## src/rtl/pulse_measurer.sv

```systemverilog
// Measures the delay from an accepted start to the rising edge of pulse_in and then
// that pulse's width, both in clock cycles, with timeout protection and a success counter.
module pulse_measurer #(
    parameter int RESET_DELAY = 3,
    parameter int COUNT_WIDTH = 8,
    parameter int TIMEOUT     = 255
) (
    input  logic                   clk,
    input  logic                   reset,
    input  logic                   start,
    input  logic                   pulse_in,
    output logic [COUNT_WIDTH-1:0] measured_delay,
    output logic [COUNT_WIDTH-1:0] measured_width,
    output logic                   measure_done,
    output logic                   measure_valid,
    output logic                   timeout_error,
    output logic [7:0]             pulse_count,
    output logic                   measurer_ready_after_reset
);

    localparam int                     RD_W      = (RESET_DELAY > 1) ? $clog2(RESET_DELAY) : 1;
    localparam logic [RD_W-1:0]        RD_LOAD   = RD_W'(RESET_DELAY - 1);
    localparam logic [COUNT_WIDTH-1:0] TIMEOUT_C = COUNT_WIDTH'(TIMEOUT);

    typedef enum logic [1:0] {
        S_RESET_DELAY,
        S_IDLE,
        S_WAIT_RISE,
        S_MEASURE_HIGH
    } state_t;

    state_t                 state, state_next;
    logic [RD_W-1:0]        rd_cnt, rd_cnt_next;
    logic [COUNT_WIDTH-1:0] delay_cnt, delay_cnt_next;
    logic [COUNT_WIDTH-1:0] width_cnt, width_cnt_next;
    logic [COUNT_WIDTH-1:0] delay_inc;
    logic [COUNT_WIDTH-1:0] measured_delay_next, measured_width_next;
    logic                   measure_done_next, measure_valid_next, timeout_error_next;
    logic [7:0]             pulse_count_next;
    logic                   ready_next;
    logic                   pulse_d;
    logic                   rise;

    always_comb begin
        state_next          = state;
        rd_cnt_next         = rd_cnt;
        delay_cnt_next      = delay_cnt;
        width_cnt_next      = width_cnt;
        measured_delay_next = measured_delay;
        measured_width_next = measured_width;
        measure_done_next   = 1'b0;
        measure_valid_next  = measure_valid;
        timeout_error_next  = timeout_error;
        pulse_count_next    = pulse_count;
        ready_next          = measurer_ready_after_reset;
        delay_inc           = delay_cnt + COUNT_WIDTH'(1);
        rise                = pulse_in & ~pulse_d;

        case (state)
            S_RESET_DELAY: begin
                if (rd_cnt != '0) begin
                    rd_cnt_next = rd_cnt - RD_W'(1);
                end else begin
                    ready_next = 1'b1;
                    state_next = S_IDLE;
                end
            end
            S_IDLE: begin
                if (start) begin
                    delay_cnt_next     = '0;
                    measure_valid_next = 1'b0;
                    timeout_error_next = 1'b0;
                    state_next         = S_WAIT_RISE;
                end
            end
            // A rise landing on the TIMEOUT-th edge still wins over the timeout
            S_WAIT_RISE: begin
                if (rise) begin
                    measured_delay_next = delay_inc;
                    width_cnt_next      = COUNT_WIDTH'(1);
                    state_next          = S_MEASURE_HIGH;
                end else if (delay_inc == TIMEOUT_C) begin
                    timeout_error_next = 1'b1;
                    state_next         = S_IDLE;
                end else begin
                    delay_cnt_next = delay_inc;
                end
            end
            S_MEASURE_HIGH: begin
                if (!pulse_in) begin
                    measured_width_next = width_cnt;
                    measure_valid_next  = 1'b1;
                    measure_done_next   = 1'b1;
                    pulse_count_next    = pulse_count + 8'd1;
                    state_next          = S_IDLE;
                end else if (width_cnt == TIMEOUT_C) begin
                    timeout_error_next = 1'b1;
                    state_next         = S_IDLE;
                end else begin
                    width_cnt_next = width_cnt + COUNT_WIDTH'(1);
                end
            end
            default: state_next = S_RESET_DELAY;
        endcase
    end

    always_ff @(posedge clk) begin
        if (reset) begin
            state                      <= S_RESET_DELAY;
            rd_cnt                     <= RD_LOAD;
            delay_cnt                  <= '0;
            width_cnt                  <= '0;
            measured_delay             <= '0;
            measured_width             <= '0;
            measure_done               <= 1'b0;
            measure_valid              <= 1'b0;
            timeout_error              <= 1'b0;
            pulse_count                <= 8'd0;
            measurer_ready_after_reset <= 1'b0;
            pulse_d                    <= 1'b0;
        end else begin
            state                      <= state_next;
            rd_cnt                     <= rd_cnt_next;
            delay_cnt                  <= delay_cnt_next;
            width_cnt                  <= width_cnt_next;
            measured_delay             <= measured_delay_next;
            measured_width             <= measured_width_next;
            measure_done               <= measure_done_next;
            measure_valid              <= measure_valid_next;
            timeout_error              <= timeout_error_next;
            pulse_count                <= pulse_count_next;
            measurer_ready_after_reset <= ready_next;
            pulse_d                    <= pulse_in;
        end
    end

endmodule

```

## config.mk

```make
export PLATFORM = sky130hd
export DESIGN_NAME = pulse_measurer
export DESIGN_NICKNAME = d
export VERILOG_FILES = /design/src/rtl/pulse_measurer.sv
export SDC_FILE = /design/constraint.sdc
export NUM_CORES = 1
export LEC_CHECK = 0
export ABC_AREA = 1
export CORE_UTILIZATION = 60
export DETAILED_ROUTE_END_ITERATION = 7
export DONT_BUFFER_PORTS = 1
export GPL_TIMING_DRIVEN = 0
export PLACE_DENSITY = 0.81
export SLEW_MARGIN = 5
export SYNTH_ARGS = -nofsm -noshare
export SYNTH_HDL_FRONTEND = slang
export SYNTH_SLANG_ARGS = --single-unit
export TNS_END_PERCENT = 20
```

## constraint.sdc

```tcl
create_clock -name clk -period 3.7 [get_ports clk]
set_input_delay 0.925 -clock clk [delete_from_list [all_inputs] [get_ports clk]]
set_output_delay 0.925 -clock clk [all_outputs]
set_load 0.01 [all_outputs]
```

---- Word level (Yosys, flattened, before mapping) ----
Index checks and enable logic that the tools add are counted.
operators by class
  add/subtract/negate cells ............... 4
  reductions and logical operators ........ 16
  muxes and demuxes ....................... 24
  eq/ne operators ......................... 17
  bitwise gates (word level) .............. 5
operators with widths
  operator               number
  $mux W8                6
  $pmux W8 S2            2
  $add A8 B1 Y8 const B  3
  $ne A2 B2 Y1 const B   10
  $eq A8 B8 Y1 const B   2
  $mux W2                6
  $reduce_and A4 Y1      3
  $pmux W2 S4            1
  $reduce_and A2 Y1      4
  $reduce_bool A2 Y1     4
  $mux W1                7
  $ne A3 B3 Y1 const B   2
  $reduce_and A6 Y1      1
  $eq A2 B2 Y1 const B   2
  $not A1 Y1             4
  $pmux W1 S3            1
  $reduce_and A3 Y1      1
  $reduce_bool A3 Y1     1
  $eq A2 B1 Y1 const B   1
  $logic_not A2 Y1       1
  $pmux W1 S2            1
  $reduce_or A2 Y1       1
  $sub A2 B1 Y2 const B  1
  $and A1 B1 Y1          1
storage, ports and cells
  register bits after elaboration ......... 49
  logic and storage cells ................. 78

---- Longest topological paths before layout ----
Gate-level depths: netlist (run 1).
  word-level depth ........................ 5
  gate-level depth with buffers ........... 13
  mapped depth without buffers ............ 13

---- Least setup slack after synthesis (run 1) ----
Ideal clock, no wire load.
  kind .................................... input -> register
  start point ............................. in pulse_in
  end point ............................... reg pulse_count[7]
  stages .................................. 8
  setup slack ............................. 1.875 ns
  path buffers ............................ 0
  data required time ...................... 3.587 ns
  library setup time ...................... 0.113 ns
  data arrival time ....................... 1.713 ns
  cell sequence ........................... nor2_8 inv_4 nor4_4 nand4_1 nor2_1 nand2_1 nand2_1 nor2_1
on the way
  cells in the longest elaborated chain, start to end .. 2
ends and longest elaborated chain
  item                                line  RTL
  start: declaration                  11    input logic pulse_in,
  $not A1 Y1 (no source line)         --
  $reduce_and A2 Y1 (no source line)  --
  end signal: assignment              131   pulse_count <= pulse_count_next;
  end: declaration                    17    output logic [7:0] pulse_count,
Every way passes these cells.
A chain may end at the register's enable or synchronous reset.

---- Worst setup path after layout (run 1) ----
  start point ............................. reg state[0]
  end point ............................... reg width_cnt[2]
on the way
  cells in the longest elaborated chain, start to end .. 3
  elaborated cells between the ends (all ways) .. 8
  classes of those cells .................. 5 x eq/ne; 1 x mux; 2 x reduce/logical
ends and longest elaborated chain
  item                                                                 line  RTL
  start: declaration                                                   32    state_t state, state_next;
  start signal: assignment                                             122   state <= state_next;
  $eq A2 B2 Y1                                                         59    case (state)
  $ne A2 B2 Y1 (no source line) or $reduce_bool A2 Y1 (tied branches)  --
  $reduce_and A4 Y1 (no source line)                                   --
  end signal: assignment                                               125   width_cnt <= width_cnt_next;
  end: declaration                                                     35    logic [COUNT_WIDTH-1:0] width_cnt, width_cnt_next;
Parallel ways exist; a longest one is shown, timed or not.

==> results.sh, run 1 <==
export IMPL_run_status="complete, no violations"
export IMPL_power_density_mw_per_mm2=603.9
export IMPL_max_freq_mhz=501.5
export IMPL_rsz0062_at_grt="false"
export IMPL_drtIter0Drc=129
export IMPL_finalSetupTns_ns=0
export IMPL_layout_commonest_cell="nand2_1"
export IMPL_clock_path_buffers=2
export IMPL_cp_end_kind="flop"
export IMPL_worst_slew_pin_slew_ns=0.4978
export IMPL_dpl_cell_count=394
export IMPL_diodes=0
export IMPL_r2r_start="state[0]"
export IMPL_final_cell_mix="70 x nand2_1, 55 x inv_1, 49 x dfxtp_1, 30 x a21oi_1, 29 x nor2_1"
export IMPL_hold_path_class="reg -> reg"
export IMPL_postCtsSetupBuffers=0
export IMPL_drc=0
export IMPL_cp_start_kind="flop"
export IMPL_die_y_um=66.40
export IMPL_portBuffers=0
export IMPL_core_area_mm2=0.004000
export IMPL_cts_root_buf="clkbuf_8"
export IMPL_first_global_vias=1811
export IMPL_dieWidth_um=66.40
export IMPL_htreeDepth=2
export IMPL_finalSetupViolations=0
export IMPL_ff_latch_area_um2=980.9
export IMPL_p_leak_nw=1.140
export IMPL_antenna_found_initial=0
export IMPL_avgViaCountPerCell=5.356
export IMPL_grt_pass1_wl_mm=8.155
export IMPL_grt_usage_pct=24.56
export IMPL_yosysSeqAreaShare_pct=39.42
export IMPL_fin_crit_sh_pct=53.89
export IMPL_dr_pass1_iters=4
export IMPL_post_cts_resized=0
export IMPL_critPathKind="reg -> reg"
export IMPL_cts_tree="yes"
export IMPL_clock_sinks=49
export IMPL_ys_ff_latch=49
export IMPL_worst_path_max_fanout=10
export IMPL_final_core_util_pct=66.06
export IMPL_dr_total_vias=2153
export IMPL_worst_slack_ns=1.706
export IMPL_pre_cts_slack_ns=1.699
export IMPL_routed_wl_mm=4.961
export IMPL_crit_path_start="state[0]"
export IMPL_fin_skew_ns=0.009431
export IMPL_postRouteAntennaNets=0
export IMPL_synthesis_area_mm2=0.002489
export IMPL_required_ns=3.93
export IMPL_syn_inst=344
export IMPL_clk_insertion_delay_late_ns=0.31
export IMPL_dpl_cell_area_mm2=0.002551
export IMPL_clk_pin_slew_ns=0.10
export IMPL_arrival_ns=2.22
export IMPL_hold_violations=0
export IMPL_final_area_mm2=0.002643
export IMPL_multi_input_area_mm2=0.001226
export IMPL_peakVddDrop_mv=0.3096
export IMPL_holdCritStartpoint="width_cnt[3]"
export IMPL_ys_warn_count=0
export IMPL_initial_utilization_pct=62.21
export IMPL_synth_cell_types=34
export IMPL_die_area_mm2=0.004409
export IMPL_synthesis_nets=358
export IMPL_drive_gt1_share_pct=12.22
export IMPL_routabilityCongestion=0.8349
export IMPL_nets=365
export IMPL_wire_per_inst_um=12.34
export IMPL_syn2layout_area_growth_pct=6.184
export IMPL_fill_cells=341
export IMPL_rows=23
export IMPL_hpwlAfterDp_mm=3.716
export IMPL_grt_overflow_total=0
export IMPL_syn_avg_cell_area_um2=7.234
export IMPL_min_period_ns=1.994
export IMPL_io_pins=32
export IMPL_report_final_slew_viol_count=0
export IMPL_cts_made_buffers=5
export IMPL_final_cells=402
export IMPL_postCtsHoldBufs=0
export IMPL_max_slew_margin_pct=66.81
export IMPL_grt_start_max_net_pins=17
export IMPL_maxCapViolCount=0
[worst max-delay path, stage by stage, from the launching register on]
cell and delay, ns:
dfxtp_1 0.42, inv_1 0.09, ha_1 0.21, buf_4 0.18, nand3_1 0.18, inv_1 0.17
a21oi_1 0.32, inv_1 0.11, a211oi_1 0.23
[synth_stat cells (all sizes together)]
cell type | instances | area share, %
buf | 4 | 0.95
a21oi | 30 | 6.0
a211oi | 1 | 0.30
nor2 | 36 | 7.1
a32o | 1 | 0.40
o21ai | 19 | 4.1
o21a | 1 | 0.30
nand4 | 10 | 2.5
nand3 | 21 | 5.4
o211ai | 5 | 1.5
xor2 | 1 | 0.35
nand2 | 78 | 13
a31oi | 1 | 0.25
nor3 | 8 | 2.2
nor4 | 1 | 0.85
ha | 10 | 5.0
clkbuf | 5 | 0.90
dfxtp | 49 | 39
nor3b | 1 | 0.30
inv | 62 | 9.5
[cell type report]
cell class / count / area share [%]
Sequential cell: 49 / 37.12
Clock buffer: 5 / 2.604
Tap cell: 50 / 2.367
Multi-Input combinational cell: 224 / 46.40
Buffer: 9 / 1.752
Inverter: 62 / 8.902
Clock inverter: 3 / 0.8523
[routing by layer]
| layer | track usage [%] | share of wire, % |
|---|---|---|
| met3 | 6.897 | 5.3 |
| met4 | 8.777 | 1.5 |
| met5 | 0 | 0 |
| met2 | 37.37 | 44 |
| met1 | 32.91 | 49 |
[cells by family (layout without fill, tap and decap cells)]
logic type | count (synthesis) | after routing | share of synthesized area (%)
AOI/OAI and AO/OA | 58 | 58 | 12.92
xor gates and xnor gates | 1 | 1 | 0.3520
adders and majority gates | 10 | 10 | 5.028
buffers and inverters | 71 | 79 | 11.31
DFF | 49 | 49 | 39.42
and+or+nand+nor | 155 | 155 | 30.97
[where the power goes]
part,internal [mW],leakage [nW],switching (mW)
registers,0.619,0.398,0.0983
logic,0.191,0.694,0.367
clock network,0.134,0.0481,0.187
[per-stage QoR]
stage | power, mW | hold slack, ns
2_1_floorplan | 1.164 | 0.4412
3_3_place_gp | 1.258 | 0.4548
3_5_place_dp | 1.279 | 0.4691
4_1_cts | 1.600 | 0.4846
5_1_grt | 1.719 | 0.5216
6_report | 1.596 | 0.4832
[state kept, by name, summed over array words and instances (netlist names)]
name and cells:
state 2, measured_delay 8, measure_done 1, delay_cnt 8
width_cnt 8, measurer_ready_after_reset 1, rd_cnt 2, timeout_error 1
pulse_d 1, measure_valid 1, measured_width 8, pulse_count 8
[worst paths after layout]
path,end,slack [ns],depth (start not counted)
min reg2reg,width_cnt[4],0.48,2
max,width_cnt[2],1.71,8
min,width_cnt[4],0.48,2
max reg2reg,width_cnt[2],1.71,8
(Power assumes the default switching activity.)
==> run 2, diff against run 1 <==
--- a/config.mk
+++ b/config.mk
@@ -5,12 +5,12 @@
 export SDC_FILE = /design/constraint.sdc
 export NUM_CORES = 1
 export LEC_CHECK = 0
-export ABC_AREA = 1
-export CORE_UTILIZATION = 60
+export ABC_AREA = 0
+export CORE_UTILIZATION = 56
 export DETAILED_ROUTE_END_ITERATION = 7
 export DONT_BUFFER_PORTS = 1
 export GPL_TIMING_DRIVEN = 0
-export PLACE_DENSITY = 0.81
+export PLACE_DENSITY = 0.79
 export SLEW_MARGIN = 5
 export SYNTH_ARGS = -nofsm -noshare
 export SYNTH_HDL_FRONTEND = slang
==> constraint.sdc (replaced) <==
create_clock -name clk -period 1.66 [get_ports clk]
set_input_delay 0.415 -clock clk [delete_from_list [all_inputs] [get_ports clk]]
set_output_delay 0.415 -clock clk [all_outputs]
set_load 0.01 [all_outputs]
==> run 2 against run 1 <==
The run now ends with setup timing left. Via count fell by 0.74%. Hold slack got worse by 0.23 ns. First-iteration DRC count shrank 8.5%. Clock power grew 120%. Final cell count down 12%. Register-to-register slack lost 1.9 ns. Synthesized cell count decreased by 17%. Combinational power up 4.7%. Total power grew 64%. Design area rose by 9.1%. Flip-flop and latch count is the same. Critical endpoint is now width_cnt[5]. Largest cell class unchanged.
==> results.sh, run 2 <==
export IMPL_htreeDepth=2
export IMPL_multi_input_area_mm2=0.001466
export IMPL_finalSetupTns_ns=-2.461
export IMPL_arrival_ns=2.13
export IMPL_netlist_top_cells_count="49 x dfxtp_1, 42 x nand2_1, 30 x nor2_1"
export IMPL_worst_path_max_fanout=5
export IMPL_hold_end="pulse_d"
export IMPL_ys_ff_latch=49
export IMPL_finalSetupViolations=22
export IMPL_peakVddDrop_mv=0.8814
export IMPL_dpl_cell_area_mm2=0.002496
export IMPL_routed_wl_mm=5.714
export IMPL_internal_power_mw=1.810
export IMPL_routabilityCongestion=0.9218
export IMPL_synthesis_area_mm2=0.002313
export IMPL_final_area_mm2=0.002883
export IMPL_fin_skew_ns=0.007067
export IMPL_reg2reg_setup_slack_ns=-0.23
export IMPL_cp_start_kind="flop"
export IMPL_grt_usage_pct=25.90
export IMPL_synth_edff_count=0
export IMPL_required_ns=1.90
export IMPL_clk_pin_slew_ns=0.09
export IMPL_dr_pass1_iters=4
export IMPL_portBuffers=0
export IMPL_grt_pass1_wl_mm=8.631
export IMPL_hpwlAfterDp_mm=3.596
export IMPL_report_final_slew_viol_count=0
export IMPL_clock_path_buffers=2
export IMPL_p_leak_nw=1.015
export IMPL_final_cell_mix="41 x dfxtp_1, 39 x nand2_1, 29 x nor2_1, 20 x a21oi_1, 15 x buf_4"
export IMPL_critPathKind="reg -> reg"
export IMPL_cts_made_buffers=5
export IMPL_layout_commonest_cell="dfxtp_1"
export IMPL_rsz0062_at_grt="true"
export IMPL_postRouteAntennaNets=0
export IMPL_wire_per_inst_um=16.10
export IMPL_synth_top_area_cell="dfxtp_1"
export IMPL_pwr_share_comb_pct=22.3
export IMPL_dieWidth_um=66.28
export IMPL_fill_cells=278
export IMPL_avgViaCountPerCell=6.020
export IMPL_ys_warn_count=0
export IMPL_clk_insertion_delay_late_ns=0.30
export IMPL_grt_start_max_net_pins=16
export IMPL_hold_violations=0
export IMPL_yosys_area_share_simple_pct=25.09
export IMPL_drive_gt1_share_pct=27.36
export IMPL_dr_total_vias=2137
export IMPL_whs_ns=0.2503
export IMPL_final_core_util_pct=75.89
export IMPL_async_flop_share_pct=0
export IMPL_yosysSeqAreaShare_pct=42.40
export IMPL_min_period_ns=1.888
export IMPL_max_freq_mhz=529.7
export IMPL_synth_top_area_share_pct=42.40
export IMPL_nets=320
export IMPL_switching_share_pct=30.64
export IMPL_max_slew_margin_pct=57.66
export IMPL_synth_top_family_by_area="simple AND/OR/NAND/NOR gates"
export IMPL_r2r_end="width_cnt[5]"
export IMPL_antenna_found_initial=0
export IMPL_synthesis_nets=298
export IMPL_first_global_vias=1848
export IMPL_core_area_mm2=0.003799
export IMPL_pre_cts_slack_ns=-0.3798
export IMPL_seqPwrFrac_pct=50.6
export IMPL_synth_most_common_cell="dfxtp_1"
export IMPL_synth_xor_area_share_pct=3.786
export IMPL_fin_crit_sh_pct=113.7
export IMPL_ff_latch_area_mm2=0.001003
export IMPL_holdCritStartpoint="pulse_in"
export IMPL_worst_slack_ns=-0.2277
export IMPL_die_y_um=66.28
export IMPL_hold_path_class="in -> reg"
export IMPL_maxCapViolCount=0
export IMPL_cts_root_buf="clkbuf_8"
export IMPL_power_frac_clock_pct=27.1
export IMPL_drc=0
export IMPL_synth_top_flop_cell="dfxtp_1"
export IMPL_reg2reg_depth=8
export IMPL_grt_overflow_total=0
export IMPL_cts_tree="yes"
export IMPL_rows=22
export IMPL_r2r_start="state[0]"
export IMPL_worstHoldPathCells=1
export IMPL_violations="setup timing"
export IMPL_initial_utilization_pct=60.90
export IMPL_run_status="finished, violations left"
export IMPL_synth_cell_types=47
export IMPL_clock_sinks=49
export IMPL_diodes=0
export IMPL_p_sw_mw=0.7995
export IMPL_worst_slew_pin_slew_ns=0.6351
export IMPL_synth_area_top_cells="dfxtp_1 42%, nand2_1 6.8%, a21oi_1 5.6%"
export IMPL_synth_compound_area_share_pct=18.01
export IMPL_syn_avg_cell_area_um2=8.146
export IMPL_drtIter0Drc=118
export IMPL_cp_end_kind="flop"
export IMPL_die_area_mm2=0.004392
export IMPL_postCtsHoldBufs=0
export IMPL_io_pins=32
export IMPL_syn_inst=284
export IMPL_synthAdderAreaFrac_pct=5.408
export IMPL_syn2layout_area_growth_pct=24.61
export IMPL_power_density_mw_per_mm2=905.2
export IMPL_yosys_mux_area_fraction_pct=0.9194
[run 2: changes by cell type in the layout (fill, tap and decap cells not counted), sizes merged, moves of 6 or more]
cell | before | now
nor2 | 36 | 30
buf | 4 | 24
nand4 | 10 | 3
nand2 | 78 | 42
or3 | 0 | 7
inv | 62 | 8
nand3 | 21 | 12
o21ai | 19 | 11
[run 2: area by class of cell]
class | count | area share, %
multi-input combinational | 211 | 50.87
sequential | 49 | 34.81
timing repair buffer | 18 | 4.905
buffer | 13 | 3.125
clock buffer | 6 | 2.517
tap | 48 | 2.083
inverter | 8 | 1.215
clock inverter | 2 | 0.4774
[run 2: worst max-delay path by stage]
| stage | from | to | slack [ns] | cells past startpoint |
|---|---|---|---|---|
| after floorplan | state[0] | width_cnt[7] | -0.14 | 8 |
| after global placement | state[0] | delay_cnt[6] | -0.28 | 10 |
| final | state[0] | width_cnt[5] | -0.23 | 8 |
| after global routing | state[0] | width_cnt[5] | -0.30 | 8 |
| after detailed placement | state[0] | delay_cnt[6] | -0.38 | 10 |
| after CTS | state[0] | width_cnt[7] | -0.20 | 8 |
[run 2: what timing repair did]
action,4_1_cts,5_1_grt
cloned,0,1
gates resized for setup,23,35
buffers inserted,7,10
pin swaps,12,11
endpoints found under the setup margin,29,41
endpoints found under the hold margin,0,0
[run 2: critical path, cell delays in order, from the launching register on]
cell and delay, ns:
dfxtp_4 0.37, inv_4 0.06, ha_4 0.15, buf_6 0.11
nor2_2 0.03, nand3b_1 0.23, o22a_4 0.26, or4_4 0.48
a21oi_2 0.12
[run 2: cells by family after synthesis]
family,Yosys count
AOI/OAI and AO/OA,65
buffers and inverters,24
muxes,2
xor gates and xnor gates,10
and+or+nand+nor,124
adders and majority gates,10
DFF,49
[run 2: stage by stage]
stage / power (mW) / cells
finish: 2.610 / 355
global route: 2.740 / 355
CTS: 2.557 / 346
detailed placement: 1.828 / 332
global placement: 1.813 / 332
floorplan: 1.728 / 284
[run 2: routing by layer]
| layer | track usage [%] | wire, µm | vias to the layer above | part of all wire (%) |
|---|---|---|---|---|
| li1 | - | - | 1044 | - |
| met1 | 36.19 | 2520 | 1005 | 44 |
| met2 | 39.67 | 2661 | 82 | 47 |
| met3 | 5.000 | 463 | 6 | 8.1 |
| met4 | 8.511 | 68 | 0 | 1.2 |
| met5 | 0 | 0 | - | 0 |
[run 2: power groups by stage]
stage	clock [mW]	combinational [mW]	sequential (mW)
6_report	0.707	0.583	1.32
5_1_grt	0.758	0.647	1.34
4_1_cts	0.713	0.525	1.32
3_5_place_dp	0	0.486	1.34
3_3_place_gp	0	0.477	1.34
2_1_floorplan	0	0.403	1.33
==> run 3, diff against run 2 <==
--- a/config.mk
+++ b/config.mk
@@ -6,6 +6,8 @@
 export NUM_CORES = 1
 export LEC_CHECK = 0
 export ABC_AREA = 0
+export ABC_CLOCK_PERIOD_IN_PS = 1660
+export CORE_ASPECT_RATIO = 1.1
 export CORE_UTILIZATION = 56
 export DETAILED_ROUTE_END_ITERATION = 7
 export DONT_BUFFER_PORTS = 1
==> run 3 against run 2 <==
The run still ends with setup timing left. Die area about the same. Final cell count increased by 0.56%. Hold slack got worse by 0.017 ns. Flip-flop and latch count is the same. Register-to-register slack improved by 0.04 ns. Maximum frequency increased by 2.0%. Combinational power grew 2%. Sequential power barely moved. Clock power grew 1%.
==> results.sh, run 3 (same netlist as run 2, synthesis figures left out) <==
export IMPL_fin_skew_ns=0.003394
export IMPL_worst_slack_ns=-0.1916
export IMPL_dr_pass1_iters=5
export IMPL_run_status="finished, violations left"
export IMPL_routed_wl_mm=5.578
export IMPL_p_leak_nw=1.003
export IMPL_worst_slew_pin_slew_ns=0.5625
export IMPL_dpl_cell_area_mm2=0.002501
export IMPL_postCtsHoldBufs=0
export IMPL_worst_path_max_fanout=4
export IMPL_avgViaCountPerCell=5.964
export IMPL_met1Wirelength_mm=2.319
export IMPL_routabilityCongestion=0.8674
export IMPL_layout_commonest_cell="nand2_1"
export IMPL_hold_violations=0
export IMPL_arrival_ns=2.10
export IMPL_clock_path_buffers=2
export IMPL_postRouteAntennaNets=0
export IMPL_dr_wl_met3_um=309
export IMPL_max_slew_margin_pct=62.50
export IMPL_syn2layout_area_growth_pct=25.26
export IMPL_required_ns=1.91
export IMPL_wl_met2_mm=2.832
export IMPL_max_freq_mhz=540.1
export IMPL_die_y_um=69.41
export IMPL_dpl_cell_count=336
export IMPL_hold_path_class="in -> reg"
export IMPL_rsz0062_at_grt="true"
export IMPL_grt_pass1_wl_mm=9.259
export IMPL_report_final_slew_viol_count=0
export IMPL_clk_insertion_delay_late_ns=0.31
export IMPL_drtIter0Drc=143
export IMPL_clock_sinks=49
export IMPL_peakVddDrop_mv=0.5799
export IMPL_clk_pin_slew_ns=0.09
export IMPL_diodes=0
export IMPL_antenna_found_initial=0
export IMPL_io_pins=32
export IMPL_grt_start_max_net_pins=16
export IMPL_die_area_mm2=0.004393
export IMPL_cpPeakStageDelay_ns=0.51
export IMPL_cts_made_buffers=5
export IMPL_rows=24
export IMPL_initial_utilization_pct=58.36
export IMPL_final_area_mm2=0.002898
export IMPL_grt_usage_pct=26.56
export IMPL_ff_latch_area_mm2=0.001007
export IMPL_final_cell_mix="41 x nand2_1, 40 x dfxtp_1, 29 x nor2_1, 18 x a21oi_1, 12 x buf_4"
export IMPL_cts_root_buf="clkbuf_8"
export IMPL_multi_input_area_mm2=0.001479
export IMPL_min_period_ns=1.852
export IMPL_finalSetupViolations=18
export IMPL_critPathKind="reg -> reg"
export IMPL_first_global_vias=2052
export IMPL_cts_tree="yes"
export IMPL_fin_crit_sh_pct=111.5
export IMPL_drive_gt1_share_pct=27.21
export IMPL_grt_overflow_total=0
export IMPL_fill_cells=270
export IMPL_htreeDepth=2
export IMPL_slowest_stage="or4_4"
export IMPL_power_density_mw_per_mm2=907.5
export IMPL_dr_total_vias=2129
export IMPL_portBuffers=0
export IMPL_cp_end_kind="flop"
export IMPL_maxCapViolCount=0
export IMPL_cp_start_kind="flop"
export IMPL_violations="setup timing"
export IMPL_path_cells="ha_2 -> buf_8 -> nor2_2 -> nand3b_1 -> o22a_4 -> or4_4 -> a21oi_2"
export IMPL_hpwlAfterDp_mm=3.613
export IMPL_dieWidth_um=63.29
export IMPL_nets=318
export IMPL_whs_ns=0.2331
export IMPL_wire_per_inst_um=15.62
export IMPL_maxUsedRoutingLayer="met4"
export IMPL_final_cells=357
export IMPL_core_area_mm2=0.003964
export IMPL_drc=0
[run 3: cell types whose count changed in the layout (fill, tap and decap cells not counted), sizes merged]
cell / before / now
buf: 24 / 22
clkinvlp: 1 / 2
inv: 8 / 7
[run 3: area by class of cell]
cell class              instances  share of cell area (%)
clock inverters                 2                  0.5181
clock buffers                   6                   2.504
repair buffers                 15                   4.275
inverters                       8                   1.209
well taps                      52                   2.245
flip-flops and latches         49                   34.76
plain buffers                  14                   3.454
multi-input cells             211                   51.04
[run 3: per-layer routing]
metal | track usage [%] | vias to the layer above
li1 | - | 1036
met1 | 29.99 | 1011
met2 | 47.07 | 68
met3 | 5.592 | 14
met4 | 12.37 | 0
met5 | 0 | -
[run 3: where the power goes]
group	switching, mW	total [mW]	internal (mW)	leakage (nW)
clock network	0.419	0.717	0.298	0.0374
logic	0.317	0.596	0.279	0.563
registers	0.0735	1.32	1.24	0.402
[run 3: critical path, delay by kind of cell (launching register included)]
family	cells	cell delay, ns
compound gates	2	0.38
fa+ha+maj	1	0.19
buf+inv	1	0.10
flops	1	0.39
simple gates	3	0.72
[run 3: what timing repair did]
action	CTS	global route
buffers inserted	8	7
endpoints found under the setup margin	28	38
resized for setup	19	43
pin swaps	14	10
cloned	0	0
[run 3: per-stage QoR]
stage	util, %	total power [mW]	setup slack, ns	setup TNS [ns]
floorplan	-	1.728	-0.1394	-1.021
global placement	63.10	1.814	-0.3286	-4.695
detailed placement	63.10	1.828	-0.3008	-5.344
CTS	68.31	2.584	-0.2142	-2.438
global route	73.11	2.759	-0.2471	-2.808
finish	73.11	2.630	-0.1916	-1.614
[run 3: path summary, 6_finish.rpt]
path                 from           end  slack (ns)  cells after the start
max              state[0]  width_cnt[5]       -0.19                      7
min reg2reg  width_cnt[0]  width_cnt[0]        0.50                      1
min              pulse_in       pulse_d        0.23                      1
max reg2reg      state[0]  width_cnt[5]       -0.19                      7
